==> config.mk <==
export PLATFORM = sky130hd
export DESIGN_NAME = code_loader_flat
export DESIGN_NICKNAME = d
export VERILOG_FILES = /design/src/rtl/code_loader_if.sv /design/src/rtl/code_loader.sv /design/src/flat_wrapper.sv
export SDC_FILE = /design/constraint.sdc
export NUM_CORES = 1
export LEC_CHECK = 0
export CORE_ASPECT_RATIO = 0.7
export CORE_UTILIZATION = 25
export CTS_BUF_LIST = sky130_fd_sc_hd__clkbuf_16
export DETAILED_ROUTE_END_ITERATION = 8
export PLACE_DENSITY = 0.45
export RECOVER_POWER = 50
export SLEW_MARGIN = 20
export SYNTH_ARGS = -nofsm -noshare
export SYNTH_HDL_FRONTEND = slang
export SYNTH_SLANG_ARGS = --single-unit
==> constraint.sdc <==
create_clock -name clk -period 4.35 [get_ports clk]
set_input_delay 0.435 -clock clk [delete_from_list [all_inputs] [get_ports clk]]
set_output_delay 0.435 -clock clk [all_outputs]
set_load 0.01 [all_outputs]
==> src/rtl/code_loader_if.sv <==
// +-------------------------------------------------------------------------+
// | code_loader_if : byte-stream input and code-memory write bus             |
// | Revision 1.0                                                             |
// +-------------------------------------------------------------------------+
`default_nettype none

interface code_loader_if #(
  parameter int CODE_DIR_WIDTH = 4
);
  logic                      byte_valid;
  logic [7:0]                byte_data;
  logic                      byte_ready;
  logic                      mem_we;
  logic [CODE_DIR_WIDTH-1:0] mem_addr;
  logic [31:0]               mem_wdata;

  // The loader consumes the stream and drives the memory bus.
  modport slave (
    input  byte_valid,
    input  byte_data,
    output byte_ready,
    output mem_we,
    output mem_addr,
    output mem_wdata
  );

  // Stream source / memory side.
  modport master (
    output byte_valid,
    output byte_data,
    input  byte_ready,
    input  mem_we,
    input  mem_addr,
    input  mem_wdata
  );
endinterface

`default_nettype wire

==> src/rtl/code_loader.sv <==
// +-------------------------------------------------------------------------+
// | code_loader : boot-time byte-stream writer for the 32-bit code memory;   |
// | holds the core in reset until a load completes.                          |
// | Optional checksum byte: define CODE_LOADER_CHECKSUM_EN.                  |
// | Revision 1.0                                                             |
// +-------------------------------------------------------------------------+
`default_nettype none

module code_loader #(
  parameter int CODE_DIR_WIDTH = 4,
  parameter int CODE_DEPTH     = 16
) (
  input  logic         clk,
  input  logic         rst,
  input  logic         start_i,
  code_loader_if.slave bus,
  output logic         cpu_rst_o,
  output logic         busy_o,
  output logic         done_o,
  output logic         err_o
);

  localparam int CNT_W = $clog2(CODE_DEPTH + 1);
  localparam logic [CNT_W-1:0] c_DEPTH_CNT = CNT_W'(CODE_DEPTH);
  localparam logic [CNT_W-1:0] c_ONE_CNT   = CNT_W'(1);

`ifdef CODE_LOADER_CHECKSUM_EN
  typedef enum logic [2:0] {
    S_IDLE  = 3'd0,
    S_HDR   = 3'd1,
    S_LOAD  = 3'd2,
    S_WRITE = 3'd3,
    S_DONE  = 3'd4,
    S_CHK   = 3'd5
  } state_t;
`else
  typedef enum logic [2:0] {
    S_IDLE  = 3'd0,
    S_HDR   = 3'd1,
    S_LOAD  = 3'd2,
    S_WRITE = 3'd3,
    S_DONE  = 3'd4
  } state_t;
`endif

  state_t                    state_q;
  logic [CNT_W-1:0]          nwords_q;
  logic [CNT_W-1:0]          idx_q;
  logic [1:0]                bidx_q;
  logic [23:0]               asm_q;
  logic                      byte_ready_q;
  logic                      mem_we_q;
  logic [CODE_DIR_WIDTH-1:0] mem_addr_q;
  logic [31:0]               mem_wdata_q;
  logic                      cpu_rst_q;
  logic                      busy_q;
  logic                      done_q;

  logic                      xfer;
  logic [31:0]               word_d;
  logic [CNT_W-1:0]          nwords_d;
  logic [CNT_W-1:0]          idx_d;

  assign xfer   = bus.byte_valid && byte_ready_q;
  // Only the three older bytes are kept; the fourth completes the word directly.
  assign word_d = {asm_q, bus.byte_data};
  assign idx_d  = idx_q + c_ONE_CNT;
  assign nwords_d = ((bus.byte_data == 8'd0) || (int'(bus.byte_data) > CODE_DEPTH))
                    ? c_DEPTH_CNT : CNT_W'(bus.byte_data);

`ifdef CODE_LOADER_CHECKSUM_EN
  logic [7:0] sum_q;
  logic [7:0] sum_d;
  logic       err_q;
  assign sum_d = sum_q + bus.byte_data;
  assign err_o = err_q;
`else
  assign err_o = 1'b0;
`endif

  always_ff @(posedge clk) begin
    if (rst) begin
      state_q      <= S_IDLE;
      nwords_q     <= '0;
      idx_q        <= '0;
      bidx_q       <= '0;
      asm_q        <= '0;
      byte_ready_q <= 1'b0;
      mem_we_q     <= 1'b0;
      mem_addr_q   <= '0;
      mem_wdata_q  <= '0;
      cpu_rst_q    <= 1'b1;
      busy_q       <= 1'b0;
      done_q       <= 1'b0;
`ifdef CODE_LOADER_CHECKSUM_EN
      sum_q        <= '0;
      err_q        <= 1'b0;
`endif
    end else begin
      mem_we_q <= 1'b0;
      case (state_q)
        S_IDLE, S_DONE: begin
          if (start_i) begin
            state_q      <= S_HDR;
            idx_q        <= '0;
            bidx_q       <= '0;
            mem_addr_q   <= '0;
            byte_ready_q <= 1'b1;
            cpu_rst_q    <= 1'b1;
            busy_q       <= 1'b1;
            done_q       <= 1'b0;
`ifdef CODE_LOADER_CHECKSUM_EN
            sum_q        <= '0;
            err_q        <= 1'b0;
`endif
          end
        end

        S_HDR: begin
          if (xfer) begin
            nwords_q <= nwords_d;
            state_q  <= S_LOAD;
`ifdef CODE_LOADER_CHECKSUM_EN
            sum_q    <= sum_d;
`endif
          end
        end

        S_LOAD: begin
          if (xfer) begin
            asm_q  <= word_d[23:0];
            bidx_q <= bidx_q + 2'd1;
`ifdef CODE_LOADER_CHECKSUM_EN
            sum_q  <= sum_d;
`endif
            if (bidx_q == 2'd3) begin
              state_q      <= S_WRITE;
              byte_ready_q <= 1'b0;
              mem_we_q     <= 1'b1;
              mem_wdata_q  <= word_d;
              mem_addr_q   <= CODE_DIR_WIDTH'(idx_q);
            end
          end
        end

        S_WRITE: begin
          idx_q <= idx_d;
          if (idx_d == nwords_q) begin
`ifdef CODE_LOADER_CHECKSUM_EN
            state_q      <= S_CHK;
            byte_ready_q <= 1'b1;
`else
            state_q      <= S_DONE;
            byte_ready_q <= 1'b0;
            cpu_rst_q    <= 1'b0;
            busy_q       <= 1'b0;
            done_q       <= 1'b1;
`endif
          end else begin
            state_q      <= S_LOAD;
            byte_ready_q <= 1'b1;
          end
        end

`ifdef CODE_LOADER_CHECKSUM_EN
        S_CHK: begin
          if (xfer) begin
            state_q      <= S_DONE;
            byte_ready_q <= 1'b0;
            cpu_rst_q    <= 1'b0;
            busy_q       <= 1'b0;
            done_q       <= 1'b1;
            // A good stream sums to zero modulo 256, checksum included.
            err_q        <= (sum_d != 8'd0);
          end
        end
`endif

        default: begin
          state_q      <= S_IDLE;
          byte_ready_q <= 1'b0;
          cpu_rst_q    <= 1'b1;
          busy_q       <= 1'b0;
          done_q       <= 1'b0;
        end
      endcase
    end
  end

  assign bus.byte_ready = byte_ready_q;
  assign bus.mem_we     = mem_we_q;
  assign bus.mem_addr   = mem_addr_q;
  assign bus.mem_wdata  = mem_wdata_q;
  assign cpu_rst_o      = cpu_rst_q;
  assign busy_o         = busy_q;
  assign done_o         = done_q;

endmodule

`default_nettype wire

==> src/flat_wrapper.sv <==
// flat-port wrapper written by rule: the top's interface ports become plain ports
module code_loader_flat 
#(
  parameter int CODE_DIR_WIDTH = 4,
  parameter int CODE_DEPTH     = 16
)
  (clk, rst, start_i, cpu_rst_o, busy_o, done_o, err_o, bus_byte_valid, bus_byte_data, bus_byte_ready, bus_mem_we, bus_mem_addr, bus_mem_wdata);
  code_loader_if #(.CODE_DIR_WIDTH(CODE_DIR_WIDTH)) bus_i ();
  input  logic clk;
  input  logic rst;
  input  logic start_i;
  output logic cpu_rst_o;
  output logic busy_o;
  output logic done_o;
  output logic err_o;
  input wire logic [$bits(bus_i.byte_valid)-1:0] bus_byte_valid;
  input wire logic [$bits(bus_i.byte_data)-1:0] bus_byte_data;
  output wire logic [$bits(bus_i.byte_ready)-1:0] bus_byte_ready;
  output wire logic [$bits(bus_i.mem_we)-1:0] bus_mem_we;
  output wire logic [$bits(bus_i.mem_addr)-1:0] bus_mem_addr;
  output wire logic [$bits(bus_i.mem_wdata)-1:0] bus_mem_wdata;
  assign bus_i.byte_valid = bus_byte_valid;
  assign bus_i.byte_data = bus_byte_data;
  assign bus_byte_ready = bus_i.byte_ready;
  assign bus_mem_we = bus_i.mem_we;
  assign bus_mem_addr = bus_i.mem_addr;
  assign bus_mem_wdata = bus_i.mem_wdata;
  code_loader #(.CODE_DIR_WIDTH(CODE_DIR_WIDTH), .CODE_DEPTH(CODE_DEPTH)) u_core (.clk(clk), .rst(rst), .start_i(start_i), .bus(bus_i), .cpu_rst_o(cpu_rst_o), .busy_o(busy_o), .done_o(done_o), .err_o(err_o));
endmodule
==> flow_summary.ini, run 1 <==
[final_layout]
finalNetCount = 437
layout.cells.most_common_list = 117 x nand2_1, 80 x dfxtp_1, 67 x a21oi_1
ff_latch_area_mm2 = 0.00160
most_common_cell_after_layout_fill_and_taps_aside = nand2_1
area.growth.synth_to_final_pct = 28.2
post_route_cells_drive_above_1_share = 0.0631
filler_cells = 1323
multiInputGateArea_mm2 = 0.00143
num_antenna_cells = 0

[sta]
fin_tns_setup_ns = 0
rsz0062_at_grt = no
final.min_clock_period_ns = 2.73
fmax_mhz = 366
setup_viol = 0
setup_slack_ns = 1.62
drv_slew = 0
finalHoldViolations = 0
final.period_utilization = 0.627
finClkSkew_ns = 0.00755
max-slew-margin-rel = 0.00377
tightest_slew_ns = 1.46

[synth]
yosys_warnings = 0
ys.flop_type = dfxtp_1
post_synthesis_sequential_area_ratio = 0.503
synth_area_mm2 = 0.00318
synth.largest_area_cell = dfxtp_1
synth-edff-count = 0
synth_top_area_share = 0.503
mappedNetlistNets = 396
synthDistinctLibCells = 53
per_instance_average_area_after_synthesis_um2 = 8.33
ys_seq_elements = 80
post_synth_main_area_contributors = dfxtp_1 50%, nand2_1 14%, a21oi_1 11%
postSynth.asyncResetShare = 0
syn_inst = 382

[die]
floorplan.die.width_um = 137
io_pins = 54
initial_utilization = 0.256
die_height_um = 96.4
core.rowCount = 34
coreArea_mm2 = 0.0124
dieArea_mm2 = 0.0132

[routing]
vias = 2726
detail_route.wl_per_cell_um = 14.7
detailed_route_wl_mm = 8.65
detailedRoute.firstIterationViolations = 141
number_of_vias_per_cell = 4.62
firstDrtPassIters = 4
antenna_left = 0
drcViolationCount = 0

[setup_path]
cp_num_buf_inv = 0
end_kind = flip-flop
critical_setup_path_class = reg -> reg
top_fanout_value_on_the_critical_path = 7
crit_path_from = u_core.idx_q[0]
critical_path_depth = 5
worst_r2r_path_depth = 5
cpMaxStageDelayCell = a2111oi_0
wp_data_arrival_ns = 2.89
critical_path.reg2reg.endpoint = u_core.cpu_rst_o
path_cells = ha_1 -> and4b_1 -> o211ai_1 -> a2111oi_0 -> o21ai_1
timing.critical_path.from_type = flip-flop
timing.critical_path.max_delay_family = compound AO/OA/AOI/OAI gates
worstReg2RegStart = u_core.idx_q[0]
worst-endpoint-required_ns = 4.52
regToRegSetupSlack_ns = 1.62
crit_path_max_incr_delay_ns = 1.23

[clocking]
clock_latency_ns = 0.34
clock_path_buffers = 2
cts-buffers-inserted = 9
cts_tree = built
cts_sinks = 80
cts.htree.levels = 3
clk_transition_reported_paths_ns = 0.06
cts_resized = 0
ctsRootBufferMaster = clkbuf_16
holdBufCountCts = 0
postCtsSetupBuffers = 0

[global_route]
globalRouteTotalUtil = 0.143
grt_start_max_net_pins = 53
first_pass_grt_wire_length_mm = 14.2
globalRoute.busiestLayer = met2
groute.layer.met2.usage = 0.205
grt_pass1_vias = 2665
met3_usage = 0.0386
grt_antenna_before_repair = 0
global_route.usage.met1 = 0.204
grt.overflow.total = 0

[power]
swShare = 0.217
worst_ir_drop_vdd_mv = 0.193
static-leakage-power_uw = 0.00145
power_frac_clock = 0.498
p_total_uw = 1610
power-per-cell-area_mw_per_mm2 = 394
power.internal_uw = 1260
pwr-share-comb = 0.038
netSwitchingPower_uw = 349
p_seq_frac = 0.464

[job]
max_cap_violations = 1

[placement]
detailed_place_hpwl_mm = 5.79
pre_cts_ws_ns = 2.00
port-buffer-count = 52
gp_congestion = 0.802

[status]
result_of_the_run = finished with violations
violations_in_the_final_reports = max-capacitance violations

[hold_path]
worstHoldStart = u_core.bus.mem_wdata[30]
whs_path_depth = 2
whs_endpoint = u_core.bus.mem_wdata[30]
hold_class = reg -> reg
-- synthesized netlist by cell type, drive strengths merged (3+ instances only) --
cell and number:
xnor2 5, a32oi 4, buf 8, inv 3, a22o 3, nor2 17
or3 3, nand3 7, a21oi 67, nor3 5, o21ai 4, dfxtp 80
a211oi 3, clkbuf 15, nand2 118, and3 3, nor3b 3
-- stage by stage --
step                      hold slack [ns]  area (µm²)   util  cells
after floorplan                     0.432        3180      -    382
after global placement              0.443        3790  0.305    574
after detailed placement            0.448        3790  0.305    574
after CTS                           0.457        4100  0.330    590
after global routing                0.473        4080  0.328    590
final                               0.449        4080  0.328    590
-- how the worst max path moves through the flow --
| stage | endpoint | slack [ns] |
|---|---|---|
| after floorplan | u_core.cpu_rst_o | 2.75 |
| after global routing | u_core.cpu_rst_o | 1.21 |
| final | u_core.cpu_rst_o | 1.62 |
| after detailed placement | u_core.bidx_q[0] | 2.00 |
| after global placement | u_core.bus.mem_addr[0] | 1.74 |
| after CTS | u_core.bidx_q[0] | 2.02 |
-- layer usage --
| layer | routed length [µm] | vias to the layer above | share of wire |
|---|---|---|---|
| met2 | 3650 | 52 | 0.42 |
| met1 | 4620 | 1292 | 0.53 |
| li1 | - | 1376 | - |
| met3 | 322 | 6 | 0.037 |
| met5 | 0 | - | 0 |
| met4 | 63 | 0 | 0.0073 |
-- cell type report --
cell class | count | share of cell area
flip-flops and latches | 80 | 0.393
multi-input cells | 276 | 0.350
repair buffers | 53 | 0.128
clock buffers | 9 | 0.0552
well taps | 162 | 0.0497
clock inverters | 7 | 0.0215
inverters | 3 | 0.00276
-- cell families (layout without fill, tap and decap cells) --
| logic type | after synthesis | count (layout) | share of synthesized area |
|---|---|---|---|
| buffers and inverters | 26 | 72 | 0.0417 |
| adder cells (fa/ha/maj) | 2 | 2 | 0.00786 |
| flip-flops | 80 | 80 | 0.503 |
| other | 1 | 1 | 0.00118 |
| AO/OA/AOI/OAI | 97 | 97 | 0.187 |
| XOR/XNOR | 7 | 7 | 0.0216 |
| AND/OR/NAND/NOR | 169 | 169 | 0.238 |
-- power groups by stage --
| stage | Sequential [µW] | Combinational [µW] | Clock [µW] |
|---|---|---|---|
| 2_1_floorplan | 758 | 37.5 | 0 |
| 3_3_place_gp | 761 | 62.1 | 0 |
| 3_5_place_dp | 761 | 62.7 | 0 |
| 4_1_cts | 745 | 63.0 | 823 |
| 5_1_grt | 746 | 67.2 | 853 |
| 6_report | 745 | 60.7 | 800 |
-- worst reg2reg max path, stage by stage, from the launching register on --
cell	delay [ns]
dfxtp_1	0.46
ha_1	0.37
and4b_1	0.23
o211ai_1	0.10
a2111oi_0	1.23
o21ai_1	0.17
-- state kept, by name, summed over array words and instances, names as in the netlist --
name	cells
u_core.asm_q	24
u_core.nwords_q	5
u_core.done_o	1
u_core.bus.byte_ready	1
u_core.bus.mem_wdata	32
u_core.bidx_q	2
u_core.idx_q	5
u_core.bus.mem_addr	4
u_core.state_q	3
u_core.busy_o	1
u_core.cpu_rst_o	1
u_core.bus.mem_we	1
(Power assumes the default switching activity.)
==> run 2, diff against run 1 <==
clock period = 2.7 ns   (was 4.35 ns; I/O delays follow)
==> run 2 against run 1 <==
Against the previous run: the run now ends clean; utilization rose by 0.32 points; clock-buffer cell count stayed put; worst hold slack got worse by 0.24 ns; first-iteration DRC count increased by 38%; critical endpoint is now u_core.bus.mem_wdata[19]; largest power group unchanged.
==> flow_summary.ini, run 2 (same netlist as run 1, synthesis figures left out) <==
[setup_path]
timing.critical_path.from_type = flip-flop
wp_data_arrival_ns = 2.24
cp_num_buf_inv = 1
timing.critical_path.max_delay_family = simple AND/OR/NAND/NOR gates
regToRegSetupSlack_ns = 0.66
worst-endpoint-required_ns = 2.90
path_cells = nor3b_1 -> nand2_1 -> clkbuf_1 -> nand2_1 -> a21oi_1
top_fanout_value_on_the_critical_path = 20
worst_r2r_path_depth = 5
cpMaxStageDelayCell = nor3b_1
cp_common_cell = nand2_1
end_kind = flip-flop
critical_path_depth = 5
crit_path_max_incr_delay_ns = 0.53
critical_setup_path_class = reg -> reg

[hold_path]
hold_class = in -> reg
whs_path_depth = 2

[power]
static-leakage-power_uw = 0.00146
power.internal_uw = 2030
swShare = 0.216
pwr-share-comb = 0.038
worst_ir_drop_vdd_mv = 0.296
power-per-cell-area_mw_per_mm2 = 628
p_seq_frac = 0.464
netSwitchingPower_uw = 559
p_total_uw = 2590
power_frac_clock = 0.498

[routing]
detailedRoute.firstIterationViolations = 195
detail_route.wl_per_cell_um = 14.0
antenna_left = 0
vias = 2708
drcViolationCount = 0
detailed_route_wl_mm = 8.31
number_of_vias_per_cell = 4.56
firstDrtPassIters = 4

[global_route]
grt_antenna_before_repair = 0
first_pass_grt_wire_length_mm = 13.2
globalRouteTotalUtil = 0.135
grt_pass1_vias = 2445
grt.overflow.total = 0
grt_start_max_net_pins = 43

[placement]
detailed_place_hpwl_mm = 5.70
gp_congestion = 0.767
port-buffer-count = 52

[sta]
fmax_mhz = 490
max-slew-margin-rel = 0.388
final.period_utilization = 0.756
finalHoldViolations = 0
drv_slew = 0
final.min_clock_period_ns = 2.04
tightest_slew_ns = 0.918
finClkSkew_ns = 0.00497
setup_viol = 0
final.hold.worst_slack_ns = 0.214
fin_tns_setup_ns = 0
rsz0062_at_grt = no

[final_layout]
most_common_cell_after_layout_fill_and_taps_aside = nand2_1
area.growth.synth_to_final_pct = 29.4
post_route_cells_drive_above_1_share = 0.0694
finalNetCount = 442
layout.cells.most_common_list = 118 x nand2_1, 80 x dfxtp_1, 67 x a21oi_1
num_antenna_cells = 0
filler_cells = 1317
largest_reg_flops = 32

[clocking]
postCtsSetupBuffers = 0
cts_sinks = 80
cts-buffers-inserted = 9
cts.htree.levels = 3
clock_path_buffers = 2
clock_latency_ns = 0.34
holdBufCountCts = 0
cts_resized = 0
cts_tree = built
ctsRootBufferMaster = clkbuf_16
clk_transition_reported_paths_ns = 0.06

[status]
result_of_the_run = completed

[die]
die_height_um = 96.4
io_pins = 54
dieArea_mm2 = 0.0132
floorplan.die.width_um = 137
coreArea_mm2 = 0.0124
core.rowCount = 34
initial_utilization = 0.256

[job]
max_cap_violations = 0
## run 2: cell types whose count changed in the layout (fill, tap and decap cells not counted), sizes merged
cell	previous run	this run
buf	2	5
clkbuf	9	11
clkdlybuf4s50	8	10
dlygate4sd3	43	41
clkinv	2	3
clkinvlp	2	1
inv	4	3
## run 2: worst paths after layout
check / start / to
worst max-delay path: u_core.state_q[1] / u_core.bus.mem_wdata[19]
worst min-delay path: rst / u_core.bus.byte_ready
worst max register to register: u_core.state_q[1] / u_core.bus.mem_wdata[19]
worst min register to register: u_core.bus.mem_wdata[23] / u_core.bus.mem_wdata[23]
## run 2: through the flow
stage          std cells  area (µm²)  setup slack [ns]  utilization
3_3_place_gp         579        3820             0.830        0.308
6_report             594        4120             0.660        0.331
5_1_grt              594        4120             0.391        0.331
4_1_cts              594        4130             0.788        0.333
2_1_floorplan        382        3180              1.10            -
3_5_place_dp         579        3820             0.804        0.308
## run 2: layout make-up
cell class	count	area, µm²	share of cell area
Clock buffer	9	225	0.0547
Clock inverter	6	85.1	0.0207
Inverter	3	11.3	0.00273
Multi-Input combinational cell	276	1440	0.349
Sequential cell	80	1600	0.389
Tap cell	162	203	0.0492
Timing Repair Buffer	58	554	0.135
## run 2: power by group through the flow
stage	sequential, µW	combinational (µW)	clock, µW
final	1200	99.2	1290
after global routing	1200	109	1360
after CTS	1200	101	1330
after detailed placement	1230	100	0
after global placement	1230	101	0
after floorplan	1220	60.4	0
## run 2: layer usage
metal  vias up  track usage  wire length, µm
met4         0       0.0440               85
li1       1382            -                -
met3         8       0.0443              494
met5         -            0                0
met1      1251        0.197             4420
met2        67        0.183             3300
==> run 3, diff against run 2 <==
PLACE_DENSITY = 0.46   (was 0.45)
clock period = 1.8 ns   (was 2.7 ns; I/O delays follow)
==> run 3 against run 2 <==
Against the previous run: clock-buffer cell count unchanged; sequential power up 49%; utilization up 1.0 points; register-to-register slack worse by 0.57 ns; critical path depth unchanged; cell count up 2.9%; sequential share of layout area down 1.1 points; flip-flop and latch count unchanged; die area unchanged; highest routed layer unchanged; non-clock buffer count up 16; clock power up 35%; critical path type unchanged.
==> flow_summary.ini, run 3 (same netlist as run 1, synthesis figures left out) <==
[die]
initial_utilization = 0.256
core.rowCount = 34
die_height_um = 96.4
floorplan.die.width_um = 137
dieArea_mm2 = 0.0132
coreArea_mm2 = 0.0124
io_pins = 54

[routing]
detailed_route_wl_mm = 8.66
detailedRoute.firstIterationViolations = 301
vias = 2832
firstDrtPassIters = 4
antenna_left = 0
drcViolationCount = 0
detail_route.wl_per_cell_um = 14.2
number_of_vias_per_cell = 4.64

[clocking]
cts_tree = built
cts_sinks = 80
clock_path_buffers = 2
ctsRootBufferMaster = clkbuf_16
cts.htree.levels = 3
clock_latency_ns = 0.34
cts-buffers-inserted = 9
clk_transition_reported_paths_ns = 0.06
postCtsSetupBuffers = 0
holdBufCountCts = 0
cts_resized = 0

[power]
worst_ir_drop_vdd_mv = 0.456
power-per-cell-area_mw_per_mm2 = 875
static-leakage-power_uw = 0.00155
p_total_uw = 3710

[global_route]
grt_start_max_net_pins = 28
first_pass_grt_wire_length_mm = 14.1
globalRouteTotalUtil = 0.144
grt.overflow.total = 0
grt_pass1_vias = 2710
grt_antenna_before_repair = 0

[sta]
fmax_mhz = 585
fin_tns_setup_ns = 0
final.hold.worst_slack_ns = 0.246
drv_slew = 0
finClkSkew_ns = 0.00352
rsz0062_at_grt = yes
final.min_clock_period_ns = 1.71
final.period_utilization = 0.950
finalHoldViolations = 0
setup_viol = 0

[placement]
detailed_place_hpwl_mm = 6.10
port-buffer-count = 52
dpl_cell_area_mm2 = 0.00398
gp_congestion = 0.844

[setup_path]
timing.critical_path.from_type = flip-flop
wp_data_arrival_ns = 1.99
path_cells = ha_1 -> xnor2_1 -> o211ai_1 -> a2111oi_4 -> o21a_1
crit_path_max_incr_delay_ns = 0.49
top_fanout_value_on_the_critical_path = 4
end_kind = flip-flop
worst-endpoint-required_ns = 2.08
critical_setup_path_class = reg -> reg
cpMaxStageDelayCell = a2111oi_4

[hold_path]
hold_class = in -> reg

[final_layout]
finalInstanceArea_mm2 = 0.00424
largest_reg_flops = 32
area.growth.synth_to_final_pct = 33.3
finalNetCount = 458
filler_cells = 1313
layout.cells.most_common_list = 118 x nand2_1, 80 x dfxtp_1, 67 x a21oi_1
post_route_cells_drive_above_1_share = 0.100
num_antenna_cells = 0
most_common_cell_after_layout_fill_and_taps_aside = nand2_1

[status]
result_of_the_run = completed

[job]
max_cap_violations = 0
-- run 3: layout make-up --
class,instances,area (µm²),area share
clock inverter,7,53.8,0.0127
timing repair buffer,74,706,0.166
sequential,80,1600,0.377
multi-input combinational,276,1440,0.340
inverter,3,11.3,0.00265
clock buffer,9,225,0.0531
tap,162,203,0.0478
-- run 3: report_power, final --
group          leakage (µW)  switching, µW  total, µW  internal [µW]
registers          0.000645           13.4       1790           1780
logic              0.000762            104        175           71.5
clock network      0.000141            695       1740           1050
total               0.00155            812       3710           2900
-- run 3: worst paths after layout --
kind / end / slack [ns] / cells past startpoint / startpoint
max: u_core.done_o / 0.09 / 5 / u_core.idx_q[0]
min: u_core.idx_q[1] / 0.25 / 2 / rst
max reg2reg: u_core.done_o / 0.09 / 5 / u_core.idx_q[0]
min reg2reg: u_core.bus.mem_wdata[0] / 0.45 / 2 / u_core.bus.mem_wdata[0]
-- run 3: metrics by stage --
stage,instances,worst slack [ns],utilization
after floorplan,382,0.197,-
after global placement,595,0.0822,0.321
after detailed placement,595,0.0472,0.321
after CTS,611,0.0941,0.343
after global routing,611,-0.0140,0.342
final,611,0.0909,0.342
-- run 3: metal layers --
| metal | up-vias | share of wire | global-route usage |
|---|---|---|---|
| li1 | 1419 | - | - |
| met1 | 1347 | 0.53 | 0.204 |
| met2 | 55 | 0.41 | 0.203 |
| met3 | 11 | 0.047 | 0.0412 |
| met4 | 0 | 0.015 | 0.0540 |
| met5 | - | 0 | 0 |
-- run 3: worst max-delay path: cells and delay by family, from the launching register on --
family                   cells  cell delay, ns
AO/OA/AOI/OAI                3            0.87
XOR/XNOR                     1            0.15
adder cells (fa/ha/maj)      1            0.32
flip-flops                   1            0.31
